## src/rtl/loader_pkg.sv

```systemverilog
// Shared types and constants for the boot-time program loader.
// Optional feature macro: LOADER_CHECKSUM_EN (adds the trailing checksum state).
package loader_pkg;

  localparam int BYTES_PER_WORD = 4;
  localparam int CSUM_W         = 8;

  typedef enum logic [2:0] {
    ST_HDR,
    ST_DATA,
    ST_WRITE,
`ifdef LOADER_CHECKSUM_EN
    ST_CSUM,
`endif
    ST_DONE,
    ST_ERR
  } loader_state_t;

  // Byte address of instruction word idx; wraps naturally at 32 bits.
  function automatic logic [31:0] word_addr(input logic [31:0] base,
                                            input logic [31:0] idx);
    return base + (idx << 2);
  endfunction

endpackage

```

## src/rtl/word_assembler.sv

```systemverilog
// Collects four stream bytes MSB first into a 32-bit word.
// Used for both the length header and the instruction words.
module word_assembler
  import loader_pkg::*;
(
  input  logic        clk,
  input  logic        rst,
  input  logic        clear,
  input  logic        byte_en,
  input  logic [7:0]  byte_data,
  output logic [31:0] word,
  output logic        word_last
);

  logic [31:0] shift_reg;
  logic [1:0]  byte_cnt;

  // The completed word includes the byte being accepted this cycle.
  assign word      = {shift_reg[23:0], byte_data};
  assign word_last = byte_en && (byte_cnt == 2'(BYTES_PER_WORD - 1));

  // Shift in accepted bytes; the counter wraps back to 0 after each word.
  always_ff @(posedge clk) begin
    if (!rst || clear) begin
      shift_reg <= '0;
      byte_cnt  <= '0;
    end else if (byte_en) begin
      shift_reg <= word;
      byte_cnt  <= byte_cnt + 2'd1;
    end
  end

endmodule

```

## src/rtl/program_loader.sv

```systemverilog
// Boot loader: receives a length-prefixed byte stream and writes the words
// into CPU instruction memory, holding the CPU in reset until loading ends.
// Optional feature macro: LOADER_CHECKSUM_EN (trailing XOR checksum byte).
module program_loader
  import loader_pkg::*;
#(
  parameter logic [31:0] ADDR_BASE = 32'd0,
  parameter int          MAX_WORDS = 64
) (
  input  logic        clk,
  input  logic        rst,
  input  logic [7:0]  byte_data,
  input  logic        byte_valid,
  output logic        byte_ready,
  input  logic        start,
  output logic        init_en,
  output logic [31:0] init_data,
  output logic [31:0] init_addr,
  output logic        cpu_rst,
  output logic        done,
  output logic        error
);

  localparam int IDX_W = $clog2(MAX_WORDS + 1);

  loader_state_t    state;
  logic [IDX_W-1:0] word_count;
  logic [IDX_W-1:0] word_idx;
  logic [IDX_W-1:0] next_idx;
  logic             accept;
  logic             asm_en;
  logic             restart;
  logic [31:0]      asm_word;
  logic             asm_last;

  assign accept   = byte_valid && byte_ready;
  assign asm_en   = accept && (state == ST_HDR || state == ST_DATA);
  assign restart  = start && (state == ST_DONE || state == ST_ERR);
  assign next_idx = word_idx + 1'b1;

  word_assembler u_asm (
    .clk       (clk),
    .rst       (rst),
    .clear     (restart),
    .byte_en   (asm_en),
    .byte_data (byte_data),
    .word      (asm_word),
    .word_last (asm_last)
  );

`ifdef LOADER_CHECKSUM_EN
  logic [CSUM_W-1:0] csum_acc;

  // Running XOR over every header and data byte of the current load.
  always_ff @(posedge clk) begin
    if (!rst || restart) begin
      csum_acc <= '0;
    end else if (asm_en) begin
      csum_acc <= csum_acc ^ byte_data;
    end
  end
`endif

  // Load sequencer with registered handshake and CPU-memory write outputs.
  always_ff @(posedge clk) begin
    if (!rst) begin
      state      <= ST_HDR;
      word_count <= '0;
      word_idx   <= '0;
      byte_ready <= 1'b0;
      init_en    <= 1'b0;
      init_data  <= '0;
      init_addr  <= ADDR_BASE;
      cpu_rst    <= 1'b1;
      done       <= 1'b0;
      error      <= 1'b0;
    end else begin
      case (state)
        ST_HDR: begin
          byte_ready <= 1'b1;
          if (asm_last) begin
            if (asm_word == 32'd0) begin
`ifdef LOADER_CHECKSUM_EN
              state      <= ST_CSUM;
`else
              state      <= ST_DONE;
              byte_ready <= 1'b0;
              done       <= 1'b1;
              cpu_rst    <= 1'b0;
`endif
            end else if (asm_word > 32'(MAX_WORDS)) begin
              state      <= ST_ERR;
              byte_ready <= 1'b0;
              error      <= 1'b1;
            end else begin
              state      <= ST_DATA;
              word_count <= asm_word[IDX_W-1:0];
              word_idx   <= '0;
            end
          end
        end
        ST_DATA: begin
          if (asm_last) begin
            state      <= ST_WRITE;
            byte_ready <= 1'b0;
            init_en    <= 1'b1;
            init_data  <= asm_word;
            init_addr  <= word_addr(ADDR_BASE, 32'(word_idx));
          end
        end
        ST_WRITE: begin
          init_en  <= 1'b0;
          word_idx <= next_idx;
          if (next_idx == word_count) begin
`ifdef LOADER_CHECKSUM_EN
            state      <= ST_CSUM;
            byte_ready <= 1'b1;
`else
            state      <= ST_DONE;
            done       <= 1'b1;
            cpu_rst    <= 1'b0;
`endif
          end else begin
            state      <= ST_DATA;
            byte_ready <= 1'b1;
          end
        end
`ifdef LOADER_CHECKSUM_EN
        ST_CSUM: begin
          if (accept) begin
            byte_ready <= 1'b0;
            if (byte_data == csum_acc) begin
              state   <= ST_DONE;
              done    <= 1'b1;
              cpu_rst <= 1'b0;
            end else begin
              state <= ST_ERR;
              error <= 1'b1;
            end
          end
        end
`endif
        ST_DONE, ST_ERR: begin
          if (start) begin
            state      <= ST_HDR;
            word_count <= '0;
            word_idx   <= '0;
            byte_ready <= 1'b1;
            done       <= 1'b0;
            error      <= 1'b0;
            cpu_rst    <= 1'b1;
          end
        end
        default: begin
          state      <= ST_HDR;
          byte_ready <= 1'b0;
        end
      endcase
    end
  end

endmodule
```

## config.mk

```make
export PLATFORM = sky130hd
export DESIGN_NAME = program_loader
export DESIGN_NICKNAME = d
export VERILOG_FILES = /design/src/rtl/loader_pkg.sv /design/src/rtl/word_assembler.sv /design/src/rtl/program_loader.sv
export SDC_FILE = /design/constraint.sdc
export NUM_CORES = 1
export LEC_CHECK = 0
export BUFFER_PORTS_ARGS = -buffer_cell sky130_fd_sc_hd__buf_2
export CAP_MARGIN = 20
export CORE_ASPECT_RATIO = 1.4
export CORE_MARGIN = 8
export CORE_UTILIZATION = 49
export CTS_CLUSTER_DIAMETER = 50
export DETAILED_ROUTE_END_ITERATION = 10
export GPL_TIMING_DRIVEN = 1
export PLACE_DENSITY = 0.71
export REMOVE_ABC_BUFFERS = 1
export SYNTH_ARGS = -nofsm -noshare
export SYNTH_HDL_FRONTEND = slang
export SYNTH_HIERARCHICAL = 1
export SYNTH_SLANG_ARGS = --single-unit
```

## constraint.sdc

```tcl
create_clock -name clk -period 2.41 [get_ports clk]
set_input_delay 0.3615 -clock clk [delete_from_list [all_inputs] [get_ports clk]]
set_output_delay 0.3615 -clock clk [all_outputs]
set_load 0.01 [all_outputs]
```

After elaboration in Yosys (flattened, before gate mapping)
Cells that the tools add are included.

Register bits after elaboration: 87. Bits of input ports: 12. Output and inout bits: 69. Word-level logic and storage cells: 90.

Add/subtract/negate cells: 2. $lt $le $gt $ge: 1. Equal/unequal tests: 15. Mux-type cells: 38. Reductions and logical operators: 22.

Operator list (number): $mux W7 (7); $gt A32 B7 Y1 const B (1); $logic_not A32 Y1 (1); $pmux W7 S3 (1); $reduce_and A5 Y1 (4); $mux W1 (17); $mux W3 (5); $ne A2 B2 Y1 const B (7); $pmux W7 S2 (1); $pmux W3 S4 (1); $add A7 B1 Y7 const B (1); $eq A7 B7 Y1 (1); $eq A3 B2 Y1 const B (2); $pmux W1 S3 (2); $reduce_and A3 Y1 (2); $logic_and A1 B1 Y1 (4); $ne A2 B1 Y1 const B (2); $pmux W1 S2 (2); $pmux W1 S4 (1); $reduce_and A2 Y1 (2); $reduce_bool A2 Y1 (2); $eq A3 B1 Y1 const B (1); $eq A3 B3 Y1 const B (1); $logic_not A3 Y1 (1); 7 further kinds (9).

Depth between registers and ports, before layout
Gate-level depths: netlist (run 1).

Depth after elaboration: 6. Mapped depth: 12. Gate-level depth less buffers: 9.

Cells and area by module
The synthesis (run 1) kept the hierarchy.

By module, submodules not included: program_loader (instances 1, cells an instance 363, area an instance 2901.5 µm², seq. area each 1221.2 µm²); word_assembler (instances 1, cells an instance 95, area an instance 1047.3 µm², seq. area each 520.5 µm²).

Worst setup path after synthesis (run 1)
Ideal clock, no wire load.

Path type: flip-flop to flip-flop. Start: register state[1]. End: register cpu_rst. Setup time: 123 ps. Data arrival time: 2271 ps. Required time: 2287 ps. Setup slack: 15 ps. Cell stages (with the launch flop): 13. Path buffers: 3. Period minus slack after synthesis: 2395 ps. Cell sequence: dfxtp_1 -> buf_6 -> nor2_1 -> and3_1 -> buf_6 -> buf_12 -> and2_1 -> nor2_1 -> a2bb2oi_1 -> o22ai_1 -> o21ai_0 -> a21oi_1 -> mux2_1.

Word-level cells in the longest chain between the ends: 6. Elaborated cells on any way between the ends: 16. Those cells by class: 8 x eq/ne; 1 x mux; 7 x reduce/logical.

Ends and longest elaborated chain: start: declaration (RTL line program_loader.sv:26) `loader_state_t state;`; start signal: assignment (RTL line program_loader.sv:67) `state <= ST_HDR;`; start signal: assignment (RTL line program_loader.sv:86) `state <= ST_DONE;`; start signal: assignment (RTL line program_loader.sv:92) `state <= ST_ERR;`; $eq A3 B1 Y1 / $logic_not A3 Y1 (equally long branches) (RTL line program_loader.sv:37) `assign asm_en = accept && (state == ST_HDR || state == ST_DATA);`; $logic_or A1 B1 Y1 (*) (RTL line program_loader.sv:37); $logic_and A1 B1 Y1 (*) (RTL line program_loader.sv:37); via asm_en (RTL line program_loader.sv:31) `logic asm_en;`; $logic_and A1 B1 Y1 (*) (RTL line word_assembler.sv:20) `assign word_last = byte_en && (byte_cnt == 2'(BYTES_PER_WORD - 1));`; via asm_last (RTL line program_loader.sv:34) `logic asm_last;`; $ne A2 B2 Y1 (no source line) (*); $reduce_and A5 Y1 (no source line) (*); end signal: assignment (RTL line program_loader.sv:74) `cpu_rst <= 1'b1;`; end signal: assignment (RTL line program_loader.sv:89) `cpu_rst <= 1'b0;`; end signal: assignment (RTL line program_loader.sv:121) `cpu_rst <= 1'b0;`; end: declaration (RTL line program_loader.sv:19) `output logic cpu_rst,`.

The timed path passes the listed nets; every way through them passes the cells marked *. A chain may end at the register's enable or synchronous reset.

Final worst setup path (run 1)
Start: register word_idx[1]. End: register cpu_rst.

Word-level cells in the longest chain between the ends: 4.

Ends and longest elaborated chain: start: declaration (RTL line program_loader.sv:28) `logic [IDX_W-1:0] word_idx;`; start signal: assignment (RTL line program_loader.sv:113) `word_idx <= next_idx;`; $add A7 B1 Y7 (RTL line program_loader.sv:39) `assign next_idx = word_idx + 1'b1;`; $eq A7 B7 Y1 (RTL line program_loader.sv:114) `if (next_idx == word_count) begin`; $ne A2 B2 Y1 (no source line); $reduce_and A5 Y1 (no source line); end signal: assignment (RTL line program_loader.sv:74); end signal: assignment (RTL line program_loader.sv:121); end signal: assignment (RTL line program_loader.sv:151) `cpu_rst <= 1'b1;`.

Every way passes these cells.

==> impl_metrics.json, run 1 <==
{
  "worstSetupPathType": "register to register",
  "core_mm2": 0.00780,
  "drc": 0,
  "routedWlPerCell_um": 14.7,
  "place_ws_ns": 0.209,
  "tightest_slew_ns": 0.503,
  "maxSlewViolCount": 0,
  "die_w_um": 91.9,
  "initialDrtViolationCount": 187,
  "avgSynthCellArea_um2": 8.62,
  "p_clk_share_pct": 38.1,
  "place_hpwl_um": 6450,
  "clk_latency_ns": 0.37,
  "period_needed_ns": 2.19,
  "place_area_mm2": 0.00413,
  "final_area_mm2": 0.00431,
  "start_kind": "register",
  "p_sw_share_pct": 23.6,
  "status": "completed",
  "grt_use_total_pct": 16.1,
  "drtPass1Iterations": 4,
  "final_common_cell": "nand2_1",
  "synth_area_mm2": 0.00395,
  "num_vias": 3103,
  "slowest_delay_ns": 0.40,
  "p_sw_uw": 621,
  "cts_resized": 0,
  "finalHoldViolCount": 0,
  "io_pins": 81,
  "ys_types": 55,
  "area_growth_pct": 9.25,
  "postCtsSetupRepairBufs": 0,
  "mostFrequentLayoutCells": "nand2_1, dfxtp_1, buf_2",
  "final_util_pct": 55.3,
  "grt_max_degree": 45,
  "cts-hold-fix-buffers": 0,
  "grt_use_met2_pct": 28.5,
  "worst_slack_ns": 0.221,
  "crit_chain": "ha_1, and4b_1, o22ai_1, a211oi_1, nand3_1, a21oi_1, mux2_1",
  "die_area_mm2": 0.0112,
  "fin_crit_sh_pct": 90.8,
  "maxCapViolCount": 0,
  "rows": 38,
  "crit_fanout": 9,
  "clkTransAtPathRegs_ns": 0.08,
  "design.final.nets": 514,
  "antenna_cells_inserted": 0,
  "yosys_register_bits": 87,
  "cp-end-kind": "register",
  "p_seq_share_pct": 55.9,
  "busiest_layer": "met2",
  "total_leakage_power_nw": 1.76,
  "clockRootBuffer": "clkbuf_8",
  "h-tree-depth": 3,
  "cts_tree": "built",
  "cts_buffer_depth": 2,
  "p_int_mw": 2.01,
  "initial_core_util_pct": 50.6,
  "antenna_found_initial": 0,
  "fmax_mhz": 457,
  "grtUsageMet3_pct": 5.01,
  "yosysSeqAreaShare_pct": 44.1,
  "powerDensity_mw_per_mm2": 609,
  "cts_buffers": 9,
  "chipHeight_um": 122,
  "largest_register_ffs": 32,
  "avgViaCountPerCell": 5.14,
  "ant_nets": 0,
  "grt_setup_unrepaired": "false",
  "min-delay-path-class": "input port to register",
  "syn_inst": 458,
  "vdd_drop_max_mv": 0.520,
  "finalClockSkew_ns": 0.0106,
  "grt_pass1_wl_um": 14700,
  "finalSetupViolCount": 0,
  "hold_slack_ns": 0.262,
  "cp_slowest_cell": "dfxtp_1",
  "globalRoute.totalOverflow": 0,
  "drive_gt1_share_pct": 19.0,
  "grt_pass1_vias": 3039,
  "combPwrFrac_pct": 6.0,
  "routed_wl_um": 8900,
  "port_buffers": 55,
  "arrival_ns": 2.45,
  "met1_usage_pct": 17.8,
  "slew_headroom_pct": 66.4,
  "synth_warnings": 6,
  "clock_sinks": 87,
  "critPathRequiredTime_ns": 2.67,
  "gp_congestion": 0.882
}
==> power groups by stage <==
stage / clock network, mW / registers, mW / logic, mW
floorplan: 0 / 1.50 / 0.108
global placement: 0 / 1.50 / 0.151
detailed placement: 0 / 1.50 / 0.154
CTS: 1.03 / 1.47 / 0.155
global route: 1.09 / 1.47 / 0.173
finish: 1.00 / 1.47 / 0.157
==> cell usage after synthesis, drive strengths merged <==
master / n / area share, %
nand2b: 4 / 0.82
inv: 5 / 0.48
nor4b: 1 / 0.60
and4b: 1 / 0.25
o221ai: 1 / 0.22
or2: 1 / 0.16
o22ai: 2 / 0.32
a2111oi: 1 / 0.25
clkbuf: 16 / 1.5
xnor2: 5 / 1.1
dfxtp: 87 / 44
nor2b: 2 / 0.32
xor2: 2 / 0.44
mux2: 1 / 0.29
conb: 1 / 0.095
ha: 2 / 0.63
nand2: 93 / 8.8
nor4: 8 / 2.1
a21oi: 51 / 6.6
mux2i: 28 / 7.1
a211oi: 2 / 0.38
and2: 2 / 0.32
a311oi: 1 / 0.22
nand4: 2 / 0.48
a2bb2oi: 2 / 0.44
or3: 2 / 0.35
nor3: 7 / 1.3
nor2: 44 / 4.2
and3: 5 / 0.79
nand3: 6 / 0.89
o21a: 3 / 0.76
nor3b: 1 / 0.19
a31oi: 4 / 0.63
o31ai: 1 / 0.19
a22o: 7 / 1.6
o211ai: 1 / 0.19
o21ai: 9 / 1.1
and4: 2 / 0.44
buf: 44 / 9.0
o311ai: 1 / 0.22
==> metrics by stage <==
stage	power, mW	cells	TNS, ns
after floorplan	1.61	422	-35.86
final	2.63	604	0
after detailed placement	1.66	589	0
after global placement	1.65	589	0
after CTS	2.65	604	0
after global routing	2.73	604	0
==> metal layers <==
| metal | vias to the layer above | wire (µm) |
|---|---|---|
| met5 | - | 0 |
| met4 | 0 | 125 |
| met3 | 13 | 387 |
| met2 | 57 | 4610 |
| met1 | 1456 | 3780 |
| li1 | 1577 | - |
==> path summary, 6_finish.rpt <==
| path | startpoint | depth (start not counted) | endpoint | slack [ns] |
|---|---|---|---|---|
| worst max-delay path | word_idx[1] | 7 | cpu_rst | 0.22 |
| worst min-delay path | byte_data[5] | 2 | word_count[5] | 0.26 |
| worst max register to register | word_idx[1] | 7 | cpu_rst | 0.22 |
| worst min register to register | init_addr[2] | 2 | init_addr[2] | 0.45 |
==> critical path: cells and delay by family (launching register included) <==
| kind | cells | cell delay, ns |
|---|---|---|
| flops | 1 | 0.40 |
| fa+ha+maj | 1 | 0.33 |
| mux | 1 | 0.35 |
| simple gates | 2 | 0.35 |
| compound gates | 3 | 0.65 |
==> cell type report <==
class                      instances  area (µm²)
clock inverter                     3        43.8
timing repair buffer              67         378
inverter                           5        18.8
tap                              100         125
fill                             754        3480
clock buffer                      12         145
sequential                        87        1740
multi-input combinational        330        1860
==> kinds of logic after synthesis <==
kind of cell | count (synthesis) | share of synthesized area, %
compound gates | 86 | 13.1
xor+xnor | 7 | 1.55
buf+inv | 65 | 11.0
other cells | 1 | 0.0950
fa+ha+maj | 2 | 0.634
simple gates | 181 | 22.1
mux | 29 | 7.38
flops | 87 | 44.1
Note: power is estimated with default switching activity, not from simulation.
==> run 2, diff against run 1 <==
Settings changed: REMOVE_ABC_BUFFERS 1 to default.
==> run 2 against run 1 <==
  * Setup slack better by 0.021 ns
  * Flip-flop and latch count unchanged
  * Power up 3.9%
  * Largest power group unchanged
==> impl_metrics.json, run 2 (synthesis results as in run 1) <==
{
  "status": "completed",
  "drc": 0,
  "clockRootBuffer": "clkbuf_8",
  "mostFrequentLayoutCells": "nand2_1, dfxtp_1, buf_2",
  "finalSetupViolCount": 0,
  "port_buffers": 55,
  "period_needed_ns": 2.17,
  "num_vias": 3112,
  "clock_sinks": 87,
  "maxSlewViolCount": 0,
  "cp_slowest_cell": "dfxtp_1",
  "arrival_ns": 2.42,
  "setup_tns_ns": 0,
  "crit_fanout": 9,
  "cp-end-kind": "register",
  "critical_path_buf_inv_count": 0,
  "cts_resized": 0,
  "ant_nets": 0,
  "drtPass1Iterations": 4,
  "cts_buffers": 9,
  "gp_congestion": 0.847,
  "clkTransAtPathRegs_ns": 0.09,
  "core_mm2": 0.00780,
  "total_leakage_power_nw": 1.76,
  "place_hpwl_um": 6460,
  "fmax_mhz": 461,
  "routedWlPerCell_um": 14.6,
  "powerDensity_mw_per_mm2": 633,
  "place_inst": 588,
  "vdd_drop_max_mv": 0.454,
  "finalHoldViolCount": 0,
  "cts_buffer_depth": 2,
  "routed_wl_um": 8780,
  "hold_slack_ns": 0.267,
  "crit_family": "compound AO/OA/AOI/OAI gates",
  "start_kind": "register",
  "clk_latency_ns": 0.36,
  "grt_use_total_pct": 16.2,
  "final_common_cell": "nand2_1",
  "maxCapViolCount": 0,
  "critPathRequiredTime_ns": 2.66,
  "globalRoute.totalOverflow": 0,
  "die_area_mm2": 0.0112,
  "initialDrtViolationCount": 231,
  "area_growth_pct": 9.25,
  "grt_pass1_vias": 3112,
  "min-delay-path-class": "input port to register",
  "avgViaCountPerCell": 5.16,
  "slowest_delay_ns": 0.40,
  "n_fill_cell": 735,
  "fin_cells": 603,
  "antenna_cells_inserted": 0,
  "antenna_found_initial": 0,
  "chipHeight_um": 122,
  "worstSetupPathType": "register to register",
  "largest_register_ffs": 32,
  "finalClockSkew_ns": 0.00804,
  "cts-hold-fix-buffers": 0,
  "final_util_pct": 55.3,
  "crit_chain": "ha_1, and4b_1, o22ai_1, a211oi_1, nand3_1, a21oi_1, mux2_1",
  "grt_max_degree": 41,
  "grt_setup_unrepaired": "false",
  "h-tree-depth": 3,
  "fin_crit_sh_pct": 90.0,
  "die_w_um": 91.9,
  "design.final.nets": 513,
  "worst_slack_ns": 0.242,
  "cts_tree": "built",
  "io_pins": 81,
  "postCtsSetupRepairBufs": 0,
  "rows": 38,
  "grt_pass1_wl_um": 14900,
  "drive_gt1_share_pct": 19.1,
  "initial_core_util_pct": 50.6,
  "place_ws_ns": 0.232
}
==> run 2: cell types whose count changed in the layout (fill, tap and decap cells not counted) <==
cell	previous run	this run
buf_12	1	0
bufinv_16	1	2
clkbuf_1	2	1
clkbuf_8	10	9
clkinv_4	1	0
clkinvlp_4	0	1
inv_6	0	1
==> run 2: final timing paths <==
path	from	to	slack (ns)	cells past startpoint
max	word_idx[1]	cpu_rst	0.24	7
min	byte_data[4]	word_count[4]	0.27	2
max reg2reg	word_idx[1]	cpu_rst	0.24	7
min reg2reg	init_addr[2]	init_addr[2]	0.45	2
==> run 2: through the flow <==
stage	instance area, µm²	power [mW]
3_3_place_gp	4110	1.65
4_1_cts	4310	2.75
6_report	4310	2.73
5_1_grt	4310	2.83
2_1_floorplan	4040	1.67
3_5_place_dp	4110	1.66
==> run 2: worst register-to-register path, stage by stage, from the launching register on <==
cell and delay (ns):
dfxtp_1 0.40, ha_1 0.34, and4b_1 0.23, o22ai_1 0.07
a211oi_1 0.29, nand3_1 0.13, a21oi_1 0.26, mux2_1 0.34
==> run 2: area by class of cell <==
class	instances	area, µm²	area share, %
repair buffers	66	358	8.29
inverters	5	18.8	0.435
multi-input cells	330	1860	43.2
flip-flops and latches	87	1740	40.4
clock buffers	10	128	2.96
well taps	100	125	2.90
clock inverters	5	81.3	1.89
==> run 2: routing by layer <==
layer | vias up | routed length, µm | global-route usage (%)
met1 | 1439 | 3600 | 17.7
met4 | 0 | 140 | 6.17
met5 | - | 0 | 0
li1 | 1574 | - | -
met3 | 16 | 498 | 4.95
met2 | 83 | 4540 | 28.7
==> run 2: where the power goes <==
group	switching [mW]	leakage (nW)	internal (mW)
registers	0.0175	0.702	1.45
clock network	0.526	0.103	0.581
logic	0.101	0.954	0.0536
